===== config.mk =====
export PLATFORM = sky130hd
export DESIGN_NAME = sram_byte_ctrl
export DESIGN_NICKNAME = d
export VERILOG_FILES = /design/src/rtl/sram_byte_ctrl.sv
export SDC_FILE = /design/constraint.sdc
export NUM_CORES = 1
export LEC_CHECK = 0
export BUFFER_PORTS_ARGS = -buffer_cell sky130_fd_sc_hd__buf_2
export CAP_MARGIN = 10
export CORE_UTILIZATION = 47
export DETAILED_ROUTE_END_ITERATION = 10
export PLACE_DENSITY = 0.78
export SETUP_SLACK_MARGIN = 0.05
export SLEW_MARGIN = 20
export SYNTH_ARGS = -nofsm -noshare
export SYNTH_HDL_FRONTEND = slang
export SYNTH_SLANG_ARGS = --single-unit

===== constraint.sdc =====
create_clock -name clk_100 -period 2.41 [get_ports clk_100]
set_clock_uncertainty 0.1 [all_clocks]
set_input_delay 0.482 -clock clk_100 [delete_from_list [all_inputs] [get_ports clk_100]]
set_output_delay 0.482 -clock clk_100 [all_outputs]
set_load 0.01 [all_outputs]

===== src/rtl/sram_byte_ctrl.sv =====
// rtl/sram_byte_ctrl.sv - sequenced byte-wide controller for the four-chip async SRAM array
// One request at a time; every SRAM-side output is a flop so strobes cannot glitch.
module sram_byte_ctrl #(
  parameter int RD_WAIT = 2,
  parameter int WR_WAIT = 2
) (
  input  logic        clk_100,
  input  logic        reset_n,
  input  logic        req,
  input  logic        we,
  input  logic [20:0] addr,
  input  logic [7:0]  wdata,
  output logic        ack,
  output logic [7:0]  rdata,
  output logic        busy,
  output logic [18:0] sram_a,
  output logic [15:0] sram_dq_o,
  output logic [1:0]  sram_dq_oe,
  input  logic [15:0] sram_dq_i,
  output logic [3:0]  sram_ce_n,
  output logic        sram_oe_n,
  output logic        sram_we_n
);
  typedef enum logic [1:0] {IDLE, RD, WR, WHOLD} state_t;

  localparam logic [3:0] RD_LOAD = 4'(RD_WAIT - 1);
  localparam logic [3:0] WR_LOAD = 4'(WR_WAIT - 1);

  state_t      state, state_nx;
  logic [3:0]  cnt, cnt_nx;
  logic        lane, lane_nx;  // 1 = upper byte lane [15:8]
  logic        ack_nx;
  logic [7:0]  rdata_nx;
  logic [18:0] sram_a_nx;
  logic [15:0] sram_dq_o_nx;
  logic [1:0]  sram_dq_oe_nx;
  logic [3:0]  sram_ce_n_nx;
  logic        sram_oe_n_nx;
  logic        sram_we_n_nx;

  assign busy = (state != IDLE);

  always_comb begin
    state_nx      = state;
    cnt_nx        = cnt;
    lane_nx       = lane;
    ack_nx        = 1'b0;
    rdata_nx      = rdata;
    sram_a_nx     = sram_a;
    sram_dq_o_nx  = sram_dq_o;
    sram_dq_oe_nx = sram_dq_oe;
    sram_ce_n_nx  = sram_ce_n;
    sram_oe_n_nx  = sram_oe_n;
    sram_we_n_nx  = sram_we_n;
    case (state)
      IDLE: begin
        sram_ce_n_nx  = 4'hF;
        sram_oe_n_nx  = 1'b1;
        sram_we_n_nx  = 1'b1;
        sram_dq_oe_nx = 2'b00;
        // ack still high means this req is the one just completed
        if (req && !ack) begin
          lane_nx      = addr[19];
          sram_a_nx    = addr[18:0];
          sram_ce_n_nx = ~(4'b0001 << addr[20:19]);
          if (we) begin
            state_nx      = WR;
            cnt_nx        = WR_LOAD;
            sram_we_n_nx  = 1'b0;
            sram_dq_o_nx  = {wdata, wdata};
            sram_dq_oe_nx = addr[19] ? 2'b10 : 2'b01;
          end else begin
            state_nx     = RD;
            cnt_nx       = RD_LOAD;
            sram_oe_n_nx = 1'b0;
          end
        end
      end
      RD: begin
        if (cnt == 4'd0) begin
          rdata_nx     = lane ? sram_dq_i[15:8] : sram_dq_i[7:0];
          ack_nx       = 1'b1;
          state_nx     = IDLE;
          sram_ce_n_nx = 4'hF;
          sram_oe_n_nx = 1'b1;
        end else begin
          cnt_nx = cnt - 4'd1;
        end
      end
      WR: begin
        if (cnt == 4'd0) begin
          state_nx     = WHOLD;
          sram_we_n_nx = 1'b1;
        end else begin
          cnt_nx = cnt - 4'd1;
        end
      end
      WHOLD: begin
        ack_nx        = 1'b1;
        state_nx      = IDLE;
        sram_ce_n_nx  = 4'hF;
        sram_dq_oe_nx = 2'b00;
      end
      default: state_nx = IDLE;
    endcase
  end

  always_ff @(posedge clk_100 or negedge reset_n) begin
    if (!reset_n) begin
      state      <= IDLE;
      cnt        <= 4'd0;
      lane       <= 1'b0;
      ack        <= 1'b0;
      rdata      <= 8'h00;
      sram_a     <= 19'h0;
      sram_dq_o  <= 16'h0;
      sram_dq_oe <= 2'b00;
      sram_ce_n  <= 4'hF;
      sram_oe_n  <= 1'b1;
      sram_we_n  <= 1'b1;
    end else begin
      state      <= state_nx;
      cnt        <= cnt_nx;
      lane       <= lane_nx;
      ack        <= ack_nx;
      rdata      <= rdata_nx;
      sram_a     <= sram_a_nx;
      sram_dq_o  <= sram_dq_o_nx;
      sram_dq_oe <= sram_dq_oe_nx;
      sram_ce_n  <= sram_ce_n_nx;
      sram_oe_n  <= sram_oe_n_nx;
      sram_we_n  <= sram_we_n_nx;
    end
  end
endmodule


# --- Word level (Yosys, flattened, before mapping) ---
# Index checks and enable logic that the tools add are counted.
# Widths: inputs -> output; s select.
totals:
  mem_bits_rw: 0
  regBits: 59
  latch_bits: 0
  mem_bits_ro: 0
  output_inout_bits: 53
  elab_cells: 65
  input_bits: 49
  mem_count: 0
classes:
  n_shift: 1
  n_bitwise: 1
  n_mul: 0
  n_div: 0
  reduce_logical: 19
  magnitude_cmp: 0
  n_eq_ne: 7
  mux: 25
  addsub: 1
ops:
  columns: ["cell", "count"]
  rows:
  - ["$mux 4", 4]
  - ["$mux 2", 7]
  - ["$pmux 4 s3", 1]
  - ["$reduce_and 2->1", 5]
  - ["$reduce_bool 2->1", 5]
  - ["$reduce_and 3->1", 3]
  - ["$mux 8", 1]
  - ["$ne 2x2->1 const B", 4]
  - ["$pmux 2 s4", 1]
  - ["$pmux 4 s2", 1]
  - ["$mux 1", 6]
  - ["$pmux 1 s2", 3]
  - ["$eq 2x2->1 const B", 2]
  - ["$logic_not 4->1", 1]
  - ["$not 4->4", 1]
  - ["$pmux 2 s2", 1]
  - ["$shl 1x2->4 const A", 1]
  - ["$sub 4x1->4 const B", 1]
  - ["$reduce_bool 3->1", 1]
  - ["$eq 2x1->1 const B", 1]
  - ["$logic_not 2->1", 1]
  - ["$reduce_or 2->1", 1]
  - ["$logic_and 1x1->1", 1]
  - ["$logic_not 1->1", 1]

# --- Depth between registers and ports, before layout ---
# Gate-level depths: netlist of run 1.
logic_depth:
  depth_word: 4
  ltp_mapped: 7
  mapped_depth_nobuf: 5

# --- Worst setup path before layout of run 1 ---
# Ideal clock, no wire load.
synth_path:
  path_type: "reg-to-reg"
  startpoint: "register state[0]"
  endpoint: "register sram_dq_o[10]"
  path_buffers: 1
  setup_time_ps: 125
  t_arrival_ps: 1512
  stages_incl_launch_ff: 6
  required_time_ps: 2185
  synth_period_minus_slack_ps: 1736
  path_slack_ps: 674
  cell_sequence: "dfrtp_1 -> inv_1 -> ha_1 -> buf_2 -> nand4b_1 -> mux2_2"
synth_between:
  elab_chain_cells: 2
synth_lines:
  columns: ["element", "line_no", "rtl"]
  rows:
  - ["start, declared", "29", "state_t state, state_nx;"]
  - ["start signal, assigned", "122", "state <= state_nx;"]
  - ["$logic_not 2->1", "55", "case (state)"]
  - ["$reduce_and 3->1 (no source line)", null, null]
  - ["end signal, assigned", "128", "sram_dq_o <= sram_dq_o_nx;"]
  - ["end, declared", "17", "output logic [15:0] sram_dq_o,"]
# Every way passes these cells.
# A chain may end at the register's enable or synchronous reset.

# --- Worst setup path in the final report of run 1 ---
layout_path:
  startpoint: "register state[0]"
  endpoint: "output port busy"
layout_between:
  elab_chain_cells: 1
layout_lines:
  columns: ["element", "line_no", "rtl"]
  rows:
  - ["$reduce_bool 2->1", "41", "assign busy = (state != IDLE);"]
  - ["end, declared", "15", "output logic busy,"]
# Every way passes these cells.

==> out/qor.yml, run 1 <==
post_cts_resized: 0
yosysWarningCount: 0
grt_pass1_wl_mm: 6.69
ys_seq_area_share_pct: 54.8
dp_slack_ns: 0.341
syn_avg_cell_area_um2: 12.7
dpl.cell_count: 339
cts.sinks: 51
drt_iter0_drc: 78
critPathSlowestCell: "ha_1"
power.leakage_nw: 1.44
path_cells: "inv_1 > ha_1 > inv_1 > buf_2"
core-area_mm2: 0.00475
ios: 102
wl_per_cell_um: 12.6
fp-row-count: 25
crit_arrival_ns: 1.48
syn_to_final_growth_pct: 26.5
worstSetupPathType: "flop to output pin"
cp.required_ns: 1.83
nNetsFinal: 335
first_pass_iters: 4
finalCriticalPeriod_ns: 2.06
cp_max_fo: 11
die_w_um: 72.6
synth-seq-cells: 51
clkLatencyLatePin_ns: 0.30
design.die.area_mm2: 0.00527
via_per_inst: 5.01
hold_viol: 0
outcome: "complete, no violations"
max_freq_mhz: 485
worstSetupStartpointType: "flop"
finalWirelength_mm: 4.36
cp_top_family: "adder cells"
synthFlopType: "dfrtp_1"
io_buffers: 101
mappedNetlistArea_mm2: 0.00234
critPathMaxStageDelay_ns: 0.43
r2r_end: "sram_dq_o[10]$_DFFE_PN0P_"
clockBufferDepth: 2
relSlewSlack_pct: 67.3
end_kind: "output pin"
holdWs_ns: 0.0285
grt_max_degree: 31
worst_slack_ns: 0.347
final_cell_count_no_fill: 347
cts_buffers: 5
ir_drop_v: 0.000626
drv_slew: 0
worst_slew_pin_slew_ns: 0.489
syn-num-nets: 240
drc: 0
maxCapViolCount: 0
cts_root_buffer: "clkbuf_8"
postLayoutCoreUtil_pct: 62.3
critPathLaunch: "state[0]$_DFFE_PN0P_"
grt_setup_unrepaired: "false"
cts_tree: "built"
grt_usage_pct: 16.5
finalSetupViolCount: 0
clkTransAtPathRegs_ns: 0.09
finalSetupTns_ns: 0
ys_types: 35
post_cts_buffers: 0
powerDensity_mw_per_mm2: 1320
cts_hold_buf: 0
path_depth: 4
postSynth.asyncResetShare_pct: 100
ant_nets: 0
crit_buf_inv: 3
min_period_over_period_pct: 85.6
crit_path_frequent_cell: "inv_1"
antenna_cells: 0
syn-instance-count: 184
grt_overflow: 0
reg2reg_depth: 4
routabilityCongestion: 0.710
die_h_um: 72.6
htree_levels: 2
antenna_found_initial: 0
hold_class: "primary input to async pin"
r2r_start: "state[0]$_DFFE_PN0P_"
via_count: 1737
synth_edf_count: 0
grt_pass1_vias: 1480
cp-endpoint: "busy"
drive_gt1_share_pct: 51.8
start_util_pct: 49.3
hpwl_mm: 3.32
r2r_setup_slack_ns: 0.36
## routing by layer
| layer | track usage [%] | up-vias | share of wire [%] |
|---|---|---|---|
| met3 | 4.56 | 5 | 8.0 |
| li1 | - | 843 | - |
| met1 | 20.8 | 814 | 44 |
| met4 | 6.54 | 0 | 1.0 |
| met5 | 0 | - | 0 |
| met2 | 27.2 | 75 | 47 |
## final cells by class
class	count	area (um^2)
inverter	7	26.3
sequential	51	1280
tap	67	83.8
clock buffer	6	82.6
timing repair buffer	103	533
clock inverter	2	16.3
multi-input combinational	111	938
fill	416	1790
## worst register-to-register path: stages, from the launching register on
cell and delay [ns]:
dfrtp_1 0.41, inv_1 0.13, ha_1 0.43, nand4b_1 0.46, mux2_2 0.41
## power by group
group          switching, mW  total [mW]  internal (mW)
combinational          0.958        1.85          0.897
clock                  0.272       0.506          0.234
sequential             0.262        1.55           1.29
## metrics by stage
stage	power, mW	area (um^2)
4_1_cts	3.96	2960
3_5_place_dp	3.44	2870
3_3_place_gp	3.38	2870
5_1_grt	4.21	2960
2_1_floorplan	2.86	2340
6_report	3.91	2960
## cell usage in the layout, fill, tap and decap left out
cell type,synthesis,routed
clkinv_4,0,1
a2111oi_4,1,1
clkinvlp_4,0,1
buf_2,6,101
o311a_1,1,1
nor3_1,4,4
o21a_1,3,3
nor3b_2,1,1
nand2_1,6,6
ha_1,7,7
dfrtp_1,45,45
nor2b_1,1,1
inv_1,7,7
a21oi_1,9,9
a211oi_1,1,1
nand3b_1,1,1
a2111oi_0,3,3
or2_1,1,1
or4_4,1,1
nand4b_1,2,2
a2bb2oi_1,2,2
o22ai_1,1,1
or3b_1,1,1
mux2i_1,12,12
nor2_1,9,9
nand4_1,2,2
buf_12,0,1
o41ai_1,2,2
and4bb_2,1,1
a211o_1,3,3
nand2b_1,1,1
o21ai_0,7,7
nor3b_1,1,1
mux2_1,3,3
clkbuf_8,0,6
dfstp_2,6,6
buf_4,8,1
mux2_2,24,24
## worst min path at each step
stage	start	end	slack, ns	cells after the start
finish	reset_n	rdata[6]$_DFFE_PN0P_	0.03	1
global route	reset_n	rdata[7]$_DFFE_PN0P_	0.06	1
CTS	reset_n	rdata[7]$_DFFE_PN0P_	0.04	1
detailed placement	reset_n	rdata[7]$_DFFE_PN0P_	0.37	1
global placement	reset_n	rdata[7]$_DFFE_PN0P_	0.37	1
floorplan	reset_n	ack$_DFF_PN0_	0.09	0
## synthesized netlist by cell type, types with 2 or more instances
master / instances / area share [%]
mux2_1: 3 / 1.4
a21oi_1: 9 / 1.9
a2111oi_0: 3 / 1.1
a211o_1: 3 / 1.1
nor3_1: 4 / 0.85
nand4b_1: 2 / 0.75
nor2_1: 9 / 1.4
buf_4: 8 / 2.6
mux2i_1: 12 / 5.1
dfstp_2: 6 / 6.7
a2bb2oi_1: 2 / 0.75
nand4_1: 2 / 0.53
dfrtp_1: 45 / 48
ha_1: 7 / 3.7
mux2_2: 24 / 12
buf_2: 6 / 1.3
inv_1: 7 / 1.1
nand2_1: 6 / 0.96
o41ai_1: 2 / 0.75
o21ai_0: 7 / 1.5
o21a_1: 3 / 0.96
## state kept, by name, indices dropped and copies added, names as in the netlist
signal	cells
sram_dq_o	8
rdata	8
sram_dq_oe	2
sram_we_n	1
sram_ce_n	4
ack	1
sram_a	19
lane	1
state	2
sram_oe_n	1
cnt	4
## kinds of logic after synthesis
family / synth area share (%)
and+or+nand+nor: 7.91
adders and majority gates: 3.74
AOI/OAI and AO/OA: 10.3
DFF: 54.8
muxes: 18.1
buffers and inverters: 5.13
Note: power is estimated with default switching activity, not from simulation.
==> inputs of run 2 (changes only) <==
--- a/config.mk
+++ b/config.mk
@@ -5,11 +5,12 @@
 export SDC_FILE = /design/constraint.sdc
 export NUM_CORES = 1
 export LEC_CHECK = 0
+export ABC_AREA = 1
 export BUFFER_PORTS_ARGS = -buffer_cell sky130_fd_sc_hd__buf_2
 export CAP_MARGIN = 10
-export CORE_UTILIZATION = 47
+export CORE_UTILIZATION = 48
 export DETAILED_ROUTE_END_ITERATION = 10
-export PLACE_DENSITY = 0.78
+export PLACE_DENSITY = 0.79
 export SETUP_SLACK_MARGIN = 0.05
 export SLEW_MARGIN = 20
 export SYNTH_ARGS = -nofsm -noshare
==> out/qor.yml, run 2 <==
outcome: "complete, no violations"  # unchanged
via_per_inst: 4.86  # was 5.01
antenna_found_initial: 0  # unchanged
via_count: 2194  # was 1737
ir_drop_v: 0.000687  # was 0.000626 V
cts.sinks: 51  # unchanged
largest_register_ffs: 19  # unchanged
yosysWarningCount: 0  # unchanged
grt_setup_unrepaired: "false"  # unchanged
synthFlopType: "dfrtp_1"  # unchanged
min_period_over_period_pct: 78.7  # was 85.6%
post_cts_buffers: 0  # unchanged
io_buffers: 101  # unchanged
worstSetupPathType: "flop to output pin"  # unchanged
syn-instance-count: 290  # was 184
largest-register: "sram_a"  # unchanged
grt_max_degree: 29  # was 31
antenna_cells: 0  # unchanged
synthTopCellsByCount: "nand2_1, dfrtp_1, nand3_1"  # was dfrtp_1, mux2_2, mux2i_1
postSynth.asyncResetShare_pct: 100  # unchanged
grt_pass1_wl_mm: 8.87  # was 6.69 mm
fp-row-count: 25  # unchanged
finalWirelength_mm: 5.47  # was 4.36 mm
drv_slew: 0  # unchanged
powerDensity_mw_per_mm2: 1290  # was 1320 mW/mm^2
crit_arrival_ns: 1.31  # was 1.48 ns
hold_viol: 0  # unchanged
maxCapViolCount: 0  # unchanged
end_kind: "output pin"  # unchanged
clkTransAtPathRegs_ns: 0.08  # was 0.09 ns
finalSetupViolCount: 0  # unchanged
critPathSlowestCell: "dfrtp_1"  # was ha_1
critPathMaxStageDelay_ns: 0.42  # was 0.43 ns
power.leakage_nw: 1.75  # was 1.44 nW
path_cells: "inv_1 > ha_1 > inv_2 > buf_2"  # was inv_1 > ha_1 > inv_1 > buf_2
hold_class: "primary input to async pin"  # unchanged
synth_top_cell_by_area: "dfrtp_1"  # unchanged
worstSetupStartpointType: "flop"  # unchanged
ant_nets: 0  # unchanged
routabilityCongestion: 0.865  # was 0.710
grt_usage_pct: 21.2  # was 16.5%
max_freq_mhz: 527  # was 485 MHz
nNetsFinal: 439  # was 335
reg.largest.list: "sram_a x19, rdata x8, sram_dq_o x8"  # unchanged
clkLatencyLatePin_ns: 0.30  # about the same
design.die.area_mm2: 0.00537  # was 0.00527 mm^2
drt_iter0_drc: 117  # was 78
drc: 0  # unchanged
cts_root_buffer: "clkbuf_8"  # unchanged
syn_to_final_growth_pct: 24.3  # was 26.5%
die_h_um: 73.3  # was 72.6 um
dpl-instance-area_mm2: 0.00294  # was 0.00287 mm^2
layout_common_cells: "nand2_1, buf_2, dfrtp_1"  # was buf_2, dfrtp_1, mux2_2
ios: 102  # unchanged
drive_gt1_share_pct: 33.1  # was 51.8%
hpwl_mm: 4.17  # was 3.32 mm
clockBufferDepth: 2  # unchanged
final_area_mm2: 0.00303  # was 0.00296 mm^2
htree_levels: 2  # unchanged
synthTopCellsByArea: "dfrtp_1, nand2_1, nand3_1"  # was dfrtp_1, mux2_2, dfstp_2
ys_seq_area_share_pct: 52.6  # was 54.8%
dpl.cell_count: 443  # was 339
relSlewSlack_pct: 57.0  # was 67.3%
wl_per_cell_um: 12.1  # was 12.6 um
cts_hold_buf: 0  # unchanged
finalCriticalPeriod_ns: 1.90  # was 2.06 ns
syn-num-nets: 346  # was 240
cts_tree: "built"  # unchanged
core-area_mm2: 0.00482  # was 0.00475 mm^2
yosys.cell_count.top_type: "nand2_1"  # was dfrtp_1
syn_avg_cell_area_um2: 8.41  # was 12.7 um^2
synth-seq-cells: 51  # unchanged
die_w_um: 73.3  # was 72.6 um
cp.required_ns: 1.83  # about the same
cp_max_fo: 5  # was 11
synth_edf_count: 0  # unchanged
final_common_cell: "nand2_1"  # was buf_2
mappedNetlistArea_mm2: 0.00244  # was 0.00234 mm^2
start_util_pct: 50.6  # was 49.3%
cts_buffers: 5  # unchanged
ys_types: 23  # was 35
final_cell_count_no_fill: 451  # was 347
first_pass_iters: 4  # unchanged
grt_pass1_vias: 2030  # was 1480
netlist.area_leader.share_pct: 46.2  # was 48.1%
post_cts_resized: 0  # unchanged
grt_overflow: 0  # unchanged
worst_slew_pin_slew_ns: 0.644  # was 0.489 ns
finalSetupTns_ns: 0  # unchanged
==> run 2: area by class of cell <==
type | count | area, um^2
fill | 454 | 1790
sequential | 51 | 1280
multi-input combinational | 195 | 930
timing repair buffer | 105 | 548
inverter | 25 | 93.8
clock buffer | 7 | 86.3
tap | 67 | 83.8
clock inverter | 1 | 5.00
==> run 2: where the power goes <==
group,switching (mW),internal [mW],total [mW]
registers,0.259,1.29,1.55
clock network,0.261,0.232,0.493
logic,1.17,0.712,1.88
total,1.69,2.23,3.92
==> run 2: logic make-up (layout without fill, tap and decap cells) <==
group | after synthesis | after routing | share of synthesized area (%)
flops | 51 | 51 | 52.6
buf+inv | 44 | 138 | 9.24
fa+ha+maj | 7 | 7 | 3.59
xor+xnor | 1 | 1 | 0.359
simple gates | 162 | 162 | 28.2
compound gates | 25 | 25 | 5.95
==> run 2: path summary, 6_finish.rpt <==
kind | startpoint | to | slack (ns) | cells past startpoint
hold / removal | reset_n | rdata[6]$_DFFE_PN0P_ | 0.06 | 1
setup reg to reg | state[0]$_DFFE_PN0P_ | sram_a[3]$_DFFE_PN0P_ | 0.68 | 5
min in group clk_100 | addr[14] | sram_a[14]$_DFFE_PN0P_ | 0.31 | 3
hold reg to reg | sram_a[17]$_DFFE_PN0P_ | sram_a[17]$_DFFE_PN0P_ | 0.37 | 2
max in group asynchronous | reset_n | sram_we_n$_DFFE_PN1P_ | 1.55 | 2
setup / recovery | state[0]$_DFFE_PN0P_ | busy | 0.51 | 4
==> run 2: per-layer routing <==
layer / track usage [%] / share of wire, % / wire [um]
met5: 0 / 0 / 0
met4: 8.06 / 1.3 / 71
met3: 3.98 / 4.4 / 242
met2: 37.1 / 52 / 2860
met1: 26.0 / 42 / 2300
==> run 2: worst max-delay path, delay by kind of cell, from the launching register on <==
family                   cells  cell delay (ns)
flip-flops                   1             0.42
buffers and inverters        3             0.34
adder cells (fa/ha/maj)      1             0.27
==> run 2: metrics by stage <==
stage	util, %	hold WS (ns)	power [mW]	setup slack (ns)
floorplan	-	0.0864	2.85	0.966
global placement	61.0	0.351	3.38	0.760
detailed placement	61.0	0.355	3.46	0.666
CTS	62.9	0.0797	3.96	0.494
global route	62.9	0.0963	4.28	0.413
finish	62.9	0.0608	3.92	0.514
==> inputs of run 3 (changes only) <==
==> constraint.sdc (replaced) <==
create_clock -name clk_100 -period 2 [get_ports clk_100]
set_clock_uncertainty 0.1 [all_clocks]
set_input_delay 0.4 -clock clk_100 [delete_from_list [all_inputs] [get_ports clk_100]]
set_output_delay 0.4 -clock clk_100 [all_outputs]
set_load 0.01 [all_outputs]
==> out/qor.yml, run 3 (synthesis results as in run 2) <==
die_w_um: 73.3  # unchanged
hold_viol: 0  # unchanged
io_buffers: 101  # unchanged
drc: 0  # unchanged
reg2reg_depth: 6  # was 5
ios: 102  # unchanged
cts_tree: "built"  # unchanged
r2r_setup_slack_ns: 0.25  # was 0.68 ns
dpl-instance-area_mm2: 0.00295  # was 0.00294 mm^2
ir_drop_v: 0.000777  # was 0.000687 V
grt_setup_unrepaired: "false"  # unchanged
maxCapViolCount: 0  # unchanged
cts_root_buffer: "clkbuf_8"  # unchanged
grt_usage_pct: 21.8  # was 21.2%
finalCriticalPeriod_ns: 1.86
cp.required_ns: 1.50  # was 1.83 ns
layout_common_cells: "nand2_1, buf_2, dfrtp_1"  # unchanged
largest_register_ffs: 19  # unchanged
worstSetupPathType: "flop to output pin"  # unchanged
syn_to_final_growth_pct: 25.6  # was 24.3%
min_period_over_period_pct: 93.2
htree_levels: 2  # unchanged
grt_pass1_vias: 2090  # was 2030
ant_nets: 0  # unchanged
fp-row-count: 25  # unchanged
first_pass_iters: 4  # unchanged
hpwl_mm: 4.03  # was 4.17 mm
nFillCells: 465  # was 454
reg.largest.list: "sram_a x19, rdata x8, sram_dq_o x8"  # unchanged
postLayoutCoreUtil_pct: 63.6  # was 62.9%
grt_pass1_wl_mm: 9.07  # was 8.87 mm
cp_max_fo: 5  # unchanged
hold_path_depth: 3
via_per_inst: 4.82  # was 4.86
drt_iter0_drc: 101  # was 117
core-area_mm2: 0.00482  # unchanged
final_area_mm2: 0.00306  # was 0.00303 mm^2
design.die.area_mm2: 0.00537  # unchanged
drv_slew: 0  # unchanged
grt_overflow: 0  # unchanged
worstSetupStartpointType: "flop"  # unchanged
max_freq_mhz: 536
end_kind: "output pin"  # unchanged
start_util_pct: 50.6  # unchanged
nNetsFinal: 442  # was 439
die_h_um: 73.3  # unchanged
outcome: "complete, no violations"  # unchanged
powerDensity_mw_per_mm2: 1560  # was 1290 mW/mm^2
crit_arrival_ns: 1.36  # was 1.31 ns
finalSetupViolCount: 0  # unchanged
antenna_cells: 0  # unchanged
whs_endpoint: "sram_a[10]$_DFFE_PN0P_"
antenna_found_initial: 0  # unchanged
clockBufferDepth: 2  # unchanged
largest-register: "sram_a"  # unchanged
hold_class: "primary input to flop"  # was primary input to async pin
r2r_start: "state[1]$_DFFE_PN0P_"  # was state[0]$_DFFE_PN0P_
critPathMaxStageDelay_ns: 0.43  # was 0.42 ns
routabilityCongestion: 0.851  # was 0.865
drive_gt1_share_pct: 33.6  # was 33.1%
grt_max_degree: 31  # was 29
cts.sinks: 51  # unchanged
via_count: 2187  # was 2194
wl_per_cell_um: 11.9  # was 12.1 um
power.leakage_nw: 1.76  # was 1.75 nW
finalWirelength_mm: 5.42  # was 5.47 mm
relSlewSlack_pct: 66.0  # was 57.0%
worstHoldStart: "addr[10]"
clkLatencyLatePin_ns: 0.31  # was 0.30 ns
final_common_cell: "nand2_1"  # unchanged
worst_slew_pin_slew_ns: 0.511  # was 0.644 ns
finalSetupTns_ns: 0  # unchanged
critPathSlowestCell: "dfrtp_1"  # unchanged
r2r_end: "rdata[4]$_DFFE_PN0P_"  # was sram_a[3]$_DFFE_PN0P_
cts_buffers: 5  # unchanged
path_cells: "inv_1 > ha_1 > inv_2 > buf_2"  # unchanged
clkTransAtPathRegs_ns: 0.10  # was 0.08 ns
[run 3: changes by cell type in the layout (fill, tap and decap cells not counted), sizes merged]
cell	previous run	this run
buf	105	107
clkinvlp	0	1
clkbuf	7	6
dlygate4sd3	0	1
[run 3: critical path: cells and delay by family, from the launching register on]
kind                     cells  cell delay, ns
buffers and inverters        3            0.35
adder cells (fa/ha/maj)      1            0.28
flip-flops                   1            0.43
[run 3: power by group]
| part | switching (mW) | internal [mW] |
|---|---|---|
| combinational | 1.40 | 0.886 |
| clock | 0.344 | 0.283 |
| sequential | 0.312 | 1.55 |
[run 3: layout make-up]
| cell class | instances | area (um^2) | share of cell area [%] |
|---|---|---|---|
| flip-flops and latches | 51 | 1280 | 41.9 |
| multi-input cells | 195 | 930 | 30.4 |
| repair buffers | 108 | 573 | 18.7 |
| inverters | 25 | 93.8 | 3.06 |
| well taps | 67 | 83.8 | 2.74 |
| clock buffers | 6 | 82.6 | 2.70 |
| clock inverters | 2 | 16.3 | 0.531 |
[run 3: metal layers]
layer,GRT usage (%),share of wire (%),wire [um]
met1,26.2,44,2380
met3,5.21,4.8,262
met2,37.9,50,2700
met4,8.50,1.7,90
met5,0,0,0
[run 3: worst max path at each step]
stage / start / endpoint / slack [ns] / depth (start not counted)
floorplan: state[0]$_DFFE_PN0P_ / cnt[1]$_DFFE_PN0P_ / 0.56 / 5
global placement: state[1]$_DFFE_PN0P_ / rdata[2]$_DFFE_PN0P_ / 0.36 / 6
detailed placement: state[1]$_DFFE_PN0P_ / rdata[0]$_DFFE_PN0P_ / 0.30 / 6
CTS: state[0]$_DFFE_PN0P_ / busy / 0.12 / 4
global route: state[1]$_DFFE_PN0P_ / rdata[5]$_DFFE_PN0P_ / 0.08 / 6
finish: state[0]$_DFFE_PN0P_ / busy / 0.14 / 4
[run 3: stage by stage]
stage / total power [mW] / instances / hold WS (ns) / worst slack (ns)
final: 4.77 / 454 / 0.214 / 0.135
after global routing: 5.22 / 454 / 0.214 / 0.0797
after CTS: 4.82 / 454 / 0.206 / 0.124
after detailed placement: 4.18 / 445 / 0.303 / 0.300
after global placement: 4.10 / 445 / 0.296 / 0.363
after floorplan: 3.44 / 290 / 0.00441 / 0.556
[run 3: what timing repair did]
item | in CTS | in global routing
gates resized for setup | 0 | 0
hold buffers | 1 | 0
buffers inserted | 0 | 0
endpoints found under the setup margin | 0 | 0
hold endpoints to repair | 20 | 0
